[config.mk]
export PLATFORM = sky130hd
export DESIGN_NAME = ad7124_responder
export DESIGN_NICKNAME = d
export VERILOG_FILES = /design/src/rtl/ad7124_responder.sv
export SDC_FILE = /design/constraint.sdc
export NUM_CORES = 1
export LEC_CHECK = 0
export BUFFER_PORTS_ARGS = -buffer_cell sky130_fd_sc_hd__buf_2
export CAP_MARGIN = 20
export CORE_MARGIN = 1.5
export CORE_UTILIZATION = 30
export CTS_CLUSTER_DIAMETER = 120
export DETAILED_ROUTE_END_ITERATION = 10
export GPL_TIMING_DRIVEN = 0
export PLACE_DENSITY = 0.44
export SLEW_MARGIN = 0
export SYNTH_ARGS = -nofsm -noshare
export SYNTH_HDL_FRONTEND = slang
export SYNTH_SLANG_ARGS = --single-unit
[constraint.sdc]
create_clock -name clk -period 2.83 [get_ports clk]
set_input_delay 0.566 -clock clk [delete_from_list [all_inputs] [get_ports clk]]
set_output_delay 0.566 -clock clk [all_outputs]
set_load 0.02 [all_outputs]
[src/rtl/ad7124_responder.sv]
// AD7124-style SPI responder: comms/status/control/data/ID registers served
// from the clk domain by oversampling an SPI mode-3 master.
module ad7124_responder #(
  parameter logic [7:0] ID_VALUE    = 8'h14,
  parameter int         SYNC_STAGES = 2
) (
  input  logic        clk,
  input  logic        resetn,
  input  logic        i_sclk,
  input  logic        i_cs,
  input  logic        i_sdi,
  output logic        o_sdo,
  output logic        o_sdo_t,
  input  logic [23:0] i_sample,
  input  logic        i_sample_valid,
  output logic [15:0] o_ctrl_reg,
  output logic        o_ctrl_wr,
  output logic        o_rd_done,
  output logic        o_overrun
);

  typedef enum logic [2:0] {
    ST_IDLE   = 3'd0,
    ST_CMD    = 3'd1,
    ST_RD     = 3'd2,
    ST_WR     = 3'd3,
    ST_IGNORE = 3'd4
  } state_t;

  localparam logic [1:0] FILL_DONE = 2'(SYNC_STAGES);

  // Register width in bits for a given address (unmapped addresses are 8 bits).
  function automatic logic [5:0] reg_width(input logic [5:0] addr);
    logic [5:0] w;
    case (addr)
      6'h01:   w = 6'd16;
      6'h02:   w = 6'd24;
      default: w = 6'd8;
    endcase
    return w;
  endfunction

  logic [SYNC_STAGES-1:0] r_sclk_sync, r_cs_sync, r_sdi_sync;
  logic        r_sclk_d, r_cs_d, r_cs_armed, r_sdo_t;
  logic [1:0]  r_fill_cnt;
  logic        w_sclk_s, w_cs_s, w_sdi_s, w_fill_done;
  logic        w_sclk_rise, w_sclk_fall, w_cs_fall;

  state_t      r_state, w_state_nxt;
  logic [5:0]  r_bitcnt, w_bitcnt_nxt;
  logic [5:0]  r_addr, w_addr_nxt;
  logic [14:0] r_shift_in, w_shift_in_nxt;
  logic [23:0] r_shift_out, w_shift_out_nxt;
  logic [15:0] r_ctrl_reg, w_ctrl_nxt;
  logic        r_ctrl_wr, w_ctrl_wr_nxt;
  logic        r_rd_done, w_rd_done_nxt;
  logic        r_overrun, w_overrun_nxt;
  logic        r_rdy, w_rdy_nxt;
  logic        r_ovr_sticky, w_ovr_nxt;
  logic [23:0] r_pending, w_pending_nxt;
  logic        r_sdo, w_sdo_nxt;

  logic        w_take, w_ovr_clr, w_drive, w_rdy_kept, w_ovr_kept;
  logic [7:0]  w_cmd_byte, w_status;
  logic [15:0] w_wr_val;
  logic [23:0] w_rd_value;
  logic [5:0]  w_width;

  assign w_sclk_s    = r_sclk_sync[SYNC_STAGES-1];
  assign w_cs_s      = r_cs_sync[SYNC_STAGES-1];
  assign w_sdi_s     = r_sdi_sync[SYNC_STAGES-1];
  assign w_fill_done = (r_fill_cnt == FILL_DONE);
  assign w_sclk_rise = w_sclk_s & ~r_sclk_d;
  assign w_sclk_fall = ~w_sclk_s & r_sclk_d;
  // A cs already low out of reset must not start a transaction, so a fall
  // only counts once cs has been seen high with a fully refilled chain.
  assign w_cs_fall   = r_cs_armed & r_cs_d & ~w_cs_s;

  assign w_cmd_byte  = {r_shift_in[6:0], w_sdi_s};
  assign w_wr_val    = {r_shift_in[14:0], w_sdi_s};
  assign w_status    = {~r_rdy, r_ovr_sticky, 6'b000000};
  assign w_width     = reg_width(r_addr);

  // Left-aligned read value for the address carried by the command byte.
  always_comb begin
    case (w_cmd_byte[5:0])
      6'h00:   w_rd_value = {w_status, 16'h0000};
      6'h01:   w_rd_value = {r_ctrl_reg, 8'h00};
      6'h02:   w_rd_value = r_pending;
      6'h05:   w_rd_value = {ID_VALUE, 16'h0000};
      default: w_rd_value = 24'h000000;
    endcase
  end

  // Pin synchronizers, edge-detect history and cs arming.
  always_ff @(posedge clk) begin
    if (!resetn) begin
      r_sclk_sync <= {SYNC_STAGES{1'b1}};
      r_cs_sync   <= {SYNC_STAGES{1'b1}};
      r_sdi_sync  <= {SYNC_STAGES{1'b0}};
      r_sclk_d    <= 1'b1;
      r_cs_d      <= 1'b1;
      r_fill_cnt  <= 2'd0;
      r_cs_armed  <= 1'b0;
      r_sdo_t     <= 1'b1;
    end else begin
      r_sclk_sync <= {r_sclk_sync[SYNC_STAGES-2:0], i_sclk};
      r_cs_sync   <= {r_cs_sync[SYNC_STAGES-2:0], i_cs};
      r_sdi_sync  <= {r_sdi_sync[SYNC_STAGES-2:0], i_sdi};
      r_sclk_d    <= w_sclk_s;
      r_cs_d      <= w_cs_s;
      r_fill_cnt  <= w_fill_done ? r_fill_cnt : r_fill_cnt + 2'd1;
      r_cs_armed  <= r_cs_armed | (w_fill_done & w_cs_s);
      r_sdo_t     <= w_cs_s;
    end
  end

  // Protocol FSM next-state and shift/counter datapath.
  always_comb begin
    w_state_nxt     = r_state;
    w_bitcnt_nxt    = r_bitcnt;
    w_addr_nxt      = r_addr;
    w_shift_in_nxt  = r_shift_in;
    w_shift_out_nxt = r_shift_out;
    w_ctrl_nxt      = r_ctrl_reg;
    w_ctrl_wr_nxt   = 1'b0;
    w_rd_done_nxt   = 1'b0;
    w_take          = 1'b0;
    w_ovr_clr       = 1'b0;
    w_drive         = 1'b0;
    case (r_state)
      ST_IDLE: begin
        if (w_cs_fall) begin
          w_state_nxt  = ST_CMD;
          w_bitcnt_nxt = 6'd0;
        end else begin
          w_state_nxt  = ST_IDLE;
        end
      end
      ST_CMD: begin
        if (w_cs_s) begin
          w_state_nxt = ST_IDLE;
        end else if (w_sclk_rise) begin
          w_shift_in_nxt = {r_shift_in[13:0], w_sdi_s};
          if (r_bitcnt == 6'd7) begin
            w_bitcnt_nxt = 6'd0;
            w_addr_nxt   = w_cmd_byte[5:0];
            if (w_cmd_byte[7]) begin
              w_state_nxt = ST_IGNORE;
            end else if (w_cmd_byte[6]) begin
              w_state_nxt     = ST_RD;
              w_shift_out_nxt = w_rd_value;
              w_ovr_clr       = (w_cmd_byte[5:0] == 6'h00);
              w_take          = (w_cmd_byte[5:0] == 6'h02);
            end else begin
              w_state_nxt = ST_WR;
            end
          end else begin
            w_bitcnt_nxt = r_bitcnt + 6'd1;
          end
        end else begin
          w_state_nxt = ST_CMD;
        end
      end
      ST_RD: begin
        if (w_cs_s) begin
          w_state_nxt = ST_IDLE;
        end else if (w_sclk_fall && (r_bitcnt != w_width)) begin
          w_drive         = 1'b1;
          w_shift_out_nxt = {r_shift_out[22:0], 1'b0};
          w_bitcnt_nxt    = r_bitcnt + 6'd1;
        end else if (w_sclk_rise && (r_bitcnt == w_width)) begin
          w_state_nxt   = ST_CMD;
          w_bitcnt_nxt  = 6'd0;
          w_rd_done_nxt = (r_addr == 6'h02);
        end else begin
          w_state_nxt = ST_RD;
        end
      end
      ST_WR: begin
        if (w_cs_s) begin
          w_state_nxt = ST_IDLE;
        end else if (w_sclk_rise) begin
          w_shift_in_nxt = {r_shift_in[13:0], w_sdi_s};
          if (r_bitcnt == (w_width - 6'd1)) begin
            w_state_nxt   = ST_CMD;
            w_bitcnt_nxt  = 6'd0;
            w_ctrl_wr_nxt = (r_addr == 6'h01);
            w_ctrl_nxt    = (r_addr == 6'h01) ? w_wr_val : r_ctrl_reg;
          end else begin
            w_bitcnt_nxt = r_bitcnt + 6'd1;
          end
        end else begin
          w_state_nxt = ST_WR;
        end
      end
      ST_IGNORE: begin
        if (w_cs_s) begin
          w_state_nxt = ST_IDLE;
        end else begin
          w_state_nxt = ST_IGNORE;
        end
      end
      default: begin
        w_state_nxt = ST_IDLE;
      end
    endcase
  end

  // Sample holding: a data-read decode consumes rdy before a coincident sample lands.
  always_comb begin
    w_rdy_kept = r_rdy & ~w_take;
    w_ovr_kept = r_ovr_sticky & ~w_ovr_clr;
    if (i_sample_valid) begin
      w_pending_nxt = i_sample;
      w_rdy_nxt     = 1'b1;
      w_overrun_nxt = w_rdy_kept;
      w_ovr_nxt     = w_ovr_kept | w_rdy_kept;
    end else begin
      w_pending_nxt = r_pending;
      w_rdy_nxt     = w_rdy_kept;
      w_overrun_nxt = 1'b0;
      w_ovr_nxt     = w_ovr_kept;
    end
  end

  // MISO source: live ~RDY in CMD, shifted data in RD, idle-high otherwise.
  always_comb begin
    case (w_state_nxt)
      ST_CMD: w_sdo_nxt = ~w_rdy_nxt;
      ST_RD: begin
        if (w_drive) begin
          w_sdo_nxt = r_shift_out[23];
        end else begin
          w_sdo_nxt = r_sdo;
        end
      end
      default: w_sdo_nxt = 1'b1;
    endcase
  end

  // State and datapath registers.
  always_ff @(posedge clk) begin
    if (!resetn) begin
      r_state      <= ST_IDLE;
      r_bitcnt     <= 6'd0;
      r_addr       <= 6'd0;
      r_shift_in   <= 15'd0;
      r_shift_out  <= 24'd0;
      r_ctrl_reg   <= 16'h0000;
      r_ctrl_wr    <= 1'b0;
      r_rd_done    <= 1'b0;
      r_overrun    <= 1'b0;
      r_rdy        <= 1'b0;
      r_ovr_sticky <= 1'b0;
      r_pending    <= 24'd0;
      r_sdo        <= 1'b1;
    end else begin
      r_state      <= w_state_nxt;
      r_bitcnt     <= w_bitcnt_nxt;
      r_addr       <= w_addr_nxt;
      r_shift_in   <= w_shift_in_nxt;
      r_shift_out  <= w_shift_out_nxt;
      r_ctrl_reg   <= w_ctrl_nxt;
      r_ctrl_wr    <= w_ctrl_wr_nxt;
      r_rd_done    <= w_rd_done_nxt;
      r_overrun    <= w_overrun_nxt;
      r_rdy        <= w_rdy_nxt;
      r_ovr_sticky <= w_ovr_nxt;
      r_pending    <= w_pending_nxt;
      r_sdo        <= w_sdo_nxt;
    end
  end

  assign o_sdo      = r_sdo;
  assign o_sdo_t    = r_sdo_t;
  assign o_ctrl_reg = r_ctrl_reg;
  assign o_ctrl_wr  = r_ctrl_wr;
  assign o_rd_done  = r_rd_done;
  assign o_overrun  = r_overrun;

endmodule

==> qor.yml, run 1 <==
job:
  maxCapViolations: 0
drt:
  avgRoutedWirePerCell_um: 16.6
  drtIter0Drc: 223
  vias: 4226
  antenna_left: 0
  via_per_inst: 5.04
  wl_um: 13900
  drtPass1Iterations: 5
  drc: 0
setup_path:
  regToRegStartpoint: "r_state[0]$_SDFF_PN0_"
  critPathKind: "reg2reg"
  crit_path_max_fanout: 10
  cp.arrival_ps: 2830
  crit_required_ps: 3080
  endpoint_kind: "flip-flop"
  critPathLaunch: "r_state[0]$_SDFF_PN0_"
  critPathLaunchType: "flip-flop"
grt:
  grt_use_total: 0.163
  grt-ovfl-total: 0
  grt_start_max_net_pins: 18
  antenna_found_initial: 0
  grt_pass1_vias: 4116
  grt_pass1_wl_um: 22200
synthesis:
  synthDistinctLibCells: 62
  synth.ff_latch_count: 111
  synth_edf_count: 0
  syn_area_um2: 4990
  synth_ff_type: "dfxtp_1"
  synthCells: 558
  yosys.area_share.simple: 0.236
  synth-warning-count: 0
  synth_compound_area_frac: 0.203
  synth_top_family_by_area: "simple AND/OR/NAND/NOR gates"
  avgSynthCellArea_um2: 8.94
  yosysSeqAreaShare: 0.445
  synth_fa_ha_area_frac: 0.00752
  synthMuxAreaShare: 0.0642
  synth-xor-area-share: 0.00175
  ys_async_sr_fraction: 0
  synth_nets: 591
final_layout:
  fin_cells: 839
  multi_input_area_um2: 2550
  layout.nets: 651
  ff_latch_area_um2: 2220
  drive_gt1_frac: 0.138
  design_area_um2: 5850
  layout_common_cells: "111 x dfxtp_1, 104 x nand2_1, 53 x buf_2, 35 x nor2b_1, 32 x mux2i_1"
  fillers: 1673
  diodes: 0
  area_delta_synth_final_pct: 17.3
  final_common_cell: "dfxtp_1"
status:
  status: "complete, no violations"
clock_tree:
  numCtsBuffers: 9
  cts_tree: "yes"
  clk_pin_slew_ps: 70
  ctsHoldBuffers: 0
  cts_setup_buffers: 0
  post_cts_resized: 0
  clock_sinks: 111
  htree_num_levels: 3
  clock_latency_ps: 360
  clk_path_buf_depth: 2
  cts_root_buf: "clkbuf_16"
placement:
  dpl_cell_area_um2: 5510
  io_buffers: 49
  dpl.cell_count: 823
  gp_congestion: 0.822
  dp.final_hpwl_um: 10200
sta:
  rsz0062_at_grt: "false"
  max_freq_mhz: 387
  slew_viol_final: 0
  fin_tns_setup_ps: 0
  min_period_over_period: 0.912
  setup_viol_count_final: 0
  slew_headroom: 0.382
  fin_crit_ps: 2580
  finalClockSkew_ps: 8.08
  worst_pin_slew_ps: 920
  finalHoldViolations: 0
die:
  core_area_um2: 16100
  die_h_um: 132
  die_x_um: 132
  die_area_um2: 17400
  initial_core_util: 0.311
  ios: 51
  rows: 46
power_and_ir_drop:
  power_leakage_uw: 0.00243
  powerDensity_nw_per_um2: 565
  max-vdd-ir-drop_v: 0.000321
hold_path:
  worstHoldStart: "i_sclk"
  hold_path_class: "in2reg"
## layout make-up
type                       instances  share of cell area
buffer                            41              0.0316
clock buffer                      10              0.0408
clock inverter                     6              0.0184
inverter                           8             0.00513
multi-input combinational        398               0.436
sequential                       111               0.380
tap                              216              0.0462
timing repair buffer              49              0.0419
## cell usage after synthesis, drive strengths merged, types with 2 or more instances
master / instances / area [um^2]
buf: 10 / 68.8
nand4b: 2 / 17.5
a21oi: 14 / 70.1
clkbuf: 31 / 116
nand2b: 11 / 68.8
ha: 3 / 37.5
or3b: 2 / 17.5
and3b: 2 / 17.5
nor3: 4 / 20.0
or3: 2 / 12.5
and2: 6 / 37.5
o21ai: 5 / 25.0
o211a: 24 / 240
o31ai: 2 / 20.0
or2: 3 / 18.8
o22ai: 2 / 12.5
o211ai: 16 / 120
mux2i: 32 / 320
nand2: 105 / 397
nor2: 14 / 52.6
nor2b: 35 / 219
and3: 5 / 31.3
dfxtp: 111 / 2220
a31oi: 4 / 25.0
nand3: 27 / 135
nor4: 3 / 40.0
nand4: 2 / 12.5
nor3b: 2 / 15.0
or4: 4 / 33.8
nand3b: 2 / 18.8
a21boi: 38 / 285
inv: 8 / 30.0
a22oi: 12 / 90.1
## where the power goes
part | switching, uW | leakage [uW] | internal, uW
clock | 592 | 0.000168 | 887
sequential | 26.3 | 0.000902 | 1600
combinational | 104 | 0.00136 | 91.7
total | 722 | 0.00243 | 2580
## routing by layer
layer	routed length [um]	track usage	part of all wire
met3	682	0.0427	0.049
met4	217	0.0525	0.016
met1	6970	0.223	0.50
met2	6070	0.248	0.44
met5	0	0	0
## final timing paths
check,endpoint,depth (start not counted),slack [ps]
worst max-delay path,r_shift_out[3]$_SDFFE_PN0P_,9,250
worst min-delay path,r_sclk_sync[0]$_SDFF_PN1_,2,380
worst max register to register,r_shift_out[3]$_SDFFE_PN0P_,9,250
worst min register to register,r_sclk_sync[1]$_SDFF_PN1_,1,410
## metrics by stage
stage	total power [uW]	utilization	hold slack (ps)	setup slack, ps
floorplan	1790	-	386	667
global placement	1860	0.343	396	285
detailed placement	1860	0.343	397	280
CTS	3350	0.365	369	266
global route	3440	0.365	390	29.2
finish	3310	0.365	384	249
## worst max-delay path: stages, from the launching register on
cell	delay [ps]
dfxtp_1	360
clkbuf_1	360
nand3_1	400
nor3b_1	300
o32a_1	210
a21boi_1	250
buf_4	220
buf_6	160
nand3_1	80
o211a_1	130
## logic make-up (layout without fill, tap and decap cells)
| logic type | count (synthesis) | count (layout) |
|---|---|---|
| mux | 32 | 32 |
| flops | 111 | 111 |
| fa+ha+maj | 3 | 3 |
| xor+xnor | 1 | 1 |
| compound gates | 130 | 130 |
| simple gates | 232 | 232 |
| buf+inv | 49 | 114 |
(Power assumes the default switching activity.)
==> run 2: changes to the inputs <==
--- a/config.mk
+++ b/config.mk
@@ -12,7 +12,7 @@
 export CTS_CLUSTER_DIAMETER = 120
 export DETAILED_ROUTE_END_ITERATION = 10
 export GPL_TIMING_DRIVEN = 0
-export PLACE_DENSITY = 0.44
+export PLACE_DENSITY_LB_ADDON = 0.05
 export SLEW_MARGIN = 0
 export SYNTH_ARGS = -nofsm -noshare
 export SYNTH_HDL_FRONTEND = slang
==> run 2 against run 1 <==
Net effect: clock skew up 0.66 ps; first-iteration DRC count up 14%; power down 3.9%; non-clock buffer count unchanged; critical endpoint is now r_shift_out[21]$_SDFFE_PN0P_; highest routed layer unchanged.
==> qor.yml, run 2 (synthesis results as in run 1) <==
final_layout:
  drive_gt1_frac: 0.138
  area_delta_synth_final_pct: 16.5
  layout_common_cells: "111 x dfxtp_1, 104 x nand2_1, 53 x buf_2, 35 x nor2b_1, 32 x mux2i_1"
  fillers: 1669
  diodes: 0
  ff_latch_area_um2: 2220
  final_common_cell: "dfxtp_1"
  multi_input_area_um2: 2560
  layout.nets: 651
grt:
  grt_start_max_net_pins: 18
  antenna_found_initial: 0
  grt-ovfl-total: 0
  grt_pass1_wl_um: 22700
  grt_use_total: 0.168
  grt_pass1_vias: 4116
setup_path:
  crit_path_max_fanout: 10
  worst-path-buf-inv: 2
  critPathLaunchType: "flip-flop"
  crit_family: "buffers and inverters"
  critPathKind: "reg2reg"
  crit_chain: "clkbuf_1 > nor3b_1 > and2_1 > clkbuf_1 > a22oi_1 > o211ai_1 > o211a_1"
  cp.arrival_ps: 2930
  cpMostUsedCell: "clkbuf_1"
  crit_required_ps: 3140
  endpoint_kind: "flip-flop"
  cpMaxStageDelayCell: "clkbuf_1"
  critical_path.max_stage_delay_ps: 550
drt:
  drc: 0
  drtIter0Drc: 255
  wl_um: 14300
  drtPass1Iterations: 4
  vias: 4223
  via_per_inst: 5.04
  avgRoutedWirePerCell_um: 17.1
  antenna_left: 0
die:
  die_x_um: 132
  rows: 46
  core_area_um2: 16100
  initial_core_util: 0.311
  ios: 51
  die_h_um: 132
  die_area_um2: 17400
sta:
  slew_viol_final: 0
  fin_tns_setup_ps: 0
  setup_viol_count_final: 0
  fin_crit_ps: 2620
  worst_pin_slew_ps: 767
  finalClockSkew_ps: 8.74
  whs_ps: 386
  rsz0062_at_grt: "false"
  slew_headroom: 0.476
  finalHoldViolations: 0
  min_period_over_period: 0.925
  max_freq_mhz: 382
clock_tree:
  htree_num_levels: 3
  clock_latency_ps: 360
  cts_tree: "yes"
  numCtsBuffers: 9
  clock_sinks: 111
  clk_pin_slew_ps: 80
  cts_setup_buffers: 0
  clk_path_buf_depth: 2
  ctsHoldBuffers: 0
  cts_root_buf: "clkbuf_16"
hold_path:
  hold_path_class: "in2reg"
power_and_ir_drop:
  p_switching_uw: 744
  p_int_uw: 2430
  max-vdd-ir-drop_v: 0.000270
  power_frac_seq: 0.513
  power_leakage_uw: 0.00242
  power.share.clock: 0.425
  swShare: 0.234
  powerDensity_nw_per_um2: 546
  combPwrFrac: 0.062
status:
  status: "complete, no violations"
placement:
  io_buffers: 49
  gp_congestion: 0.832
  dp.final_hpwl_um: 10300
job:
  maxCapViolations: 0
run 2: path summary, 6_finish.rpt:
| check | cells past startpoint | end | slack, ps | startpoint |
|---|---|---|---|---|
| worst max register to register | 7 | r_shift_out[21]$_SDFFE_PN0P_ | 210 | r_shift_in[0]$_SDFFE_PN0P_ |
| worst min-delay path | 2 | r_sclk_sync[0]$_SDFF_PN1_ | 390 | i_sclk |
| worst max-delay path | 7 | r_shift_out[21]$_SDFFE_PN0P_ | 210 | r_shift_in[0]$_SDFFE_PN0P_ |
| worst min register to register | 1 | r_cs_sync[1]$_SDFF_PN1_ | 410 | r_cs_sync[0]$_SDFF_PN1_ |
run 2: layout make-up:
type | count | area share
Buffer | 41 | 0.0318
Clock buffer | 11 | 0.0435
Clock inverter | 4 | 0.00903
Inverter | 8 | 0.00516
Multi-Input combinational cell | 398 | 0.440
Sequential cell | 111 | 0.382
Tap cell | 216 | 0.0465
Timing Repair Buffer | 49 | 0.0422
run 2: stage by stage:
step                      area, um^2  instances  total power [uW]  utilization  setup slack, ps
after global routing            5820        838              3310        0.362             64.1
after CTS                       5810        838              3220        0.362              224
after detailed placement        5510        823              1870        0.343              244
final                           5820        838              3180        0.362              212
after global placement          5510        823              1860        0.343              239
after floorplan                 4990        558              1790            -              667
run 2: per-layer routing:
metal | GRT usage | up-vias | wire, um
li1 | - | 2088 | -
met3 | 0.0492 | 22 | 783
met4 | 0.0488 | 0 | 255
met5 | 0 | - | 0
met2 | 0.254 | 107 | 6250
met1 | 0.230 | 2006 | 7000
run 2: worst register-to-register path, stage by stage, from the launching register on:
cell and delay, ps:
dfxtp_1 310, clkbuf_1 430, nor3b_1 370, and2_1 240, clkbuf_1 560, a22oi_1 260
o211ai_1 240, o211a_1 170
run 2: repair_timing:
item                                   4_1_cts  5_1_grt
endpoints found under the hold margin        0        0
gates resized for setup                      0        1
setup endpoints to repair                    0        5
run 2: power groups by stage:
stage | Combinational, uW | Sequential, uW | Clock (uW)
after floorplan | 134 | 1660 | 0
after global placement | 194 | 1670 | 0
after detailed placement | 198 | 1670 | 0
after CTS | 199 | 1630 | 1390
after global routing | 221 | 1640 | 1450
final | 196 | 1630 | 1350
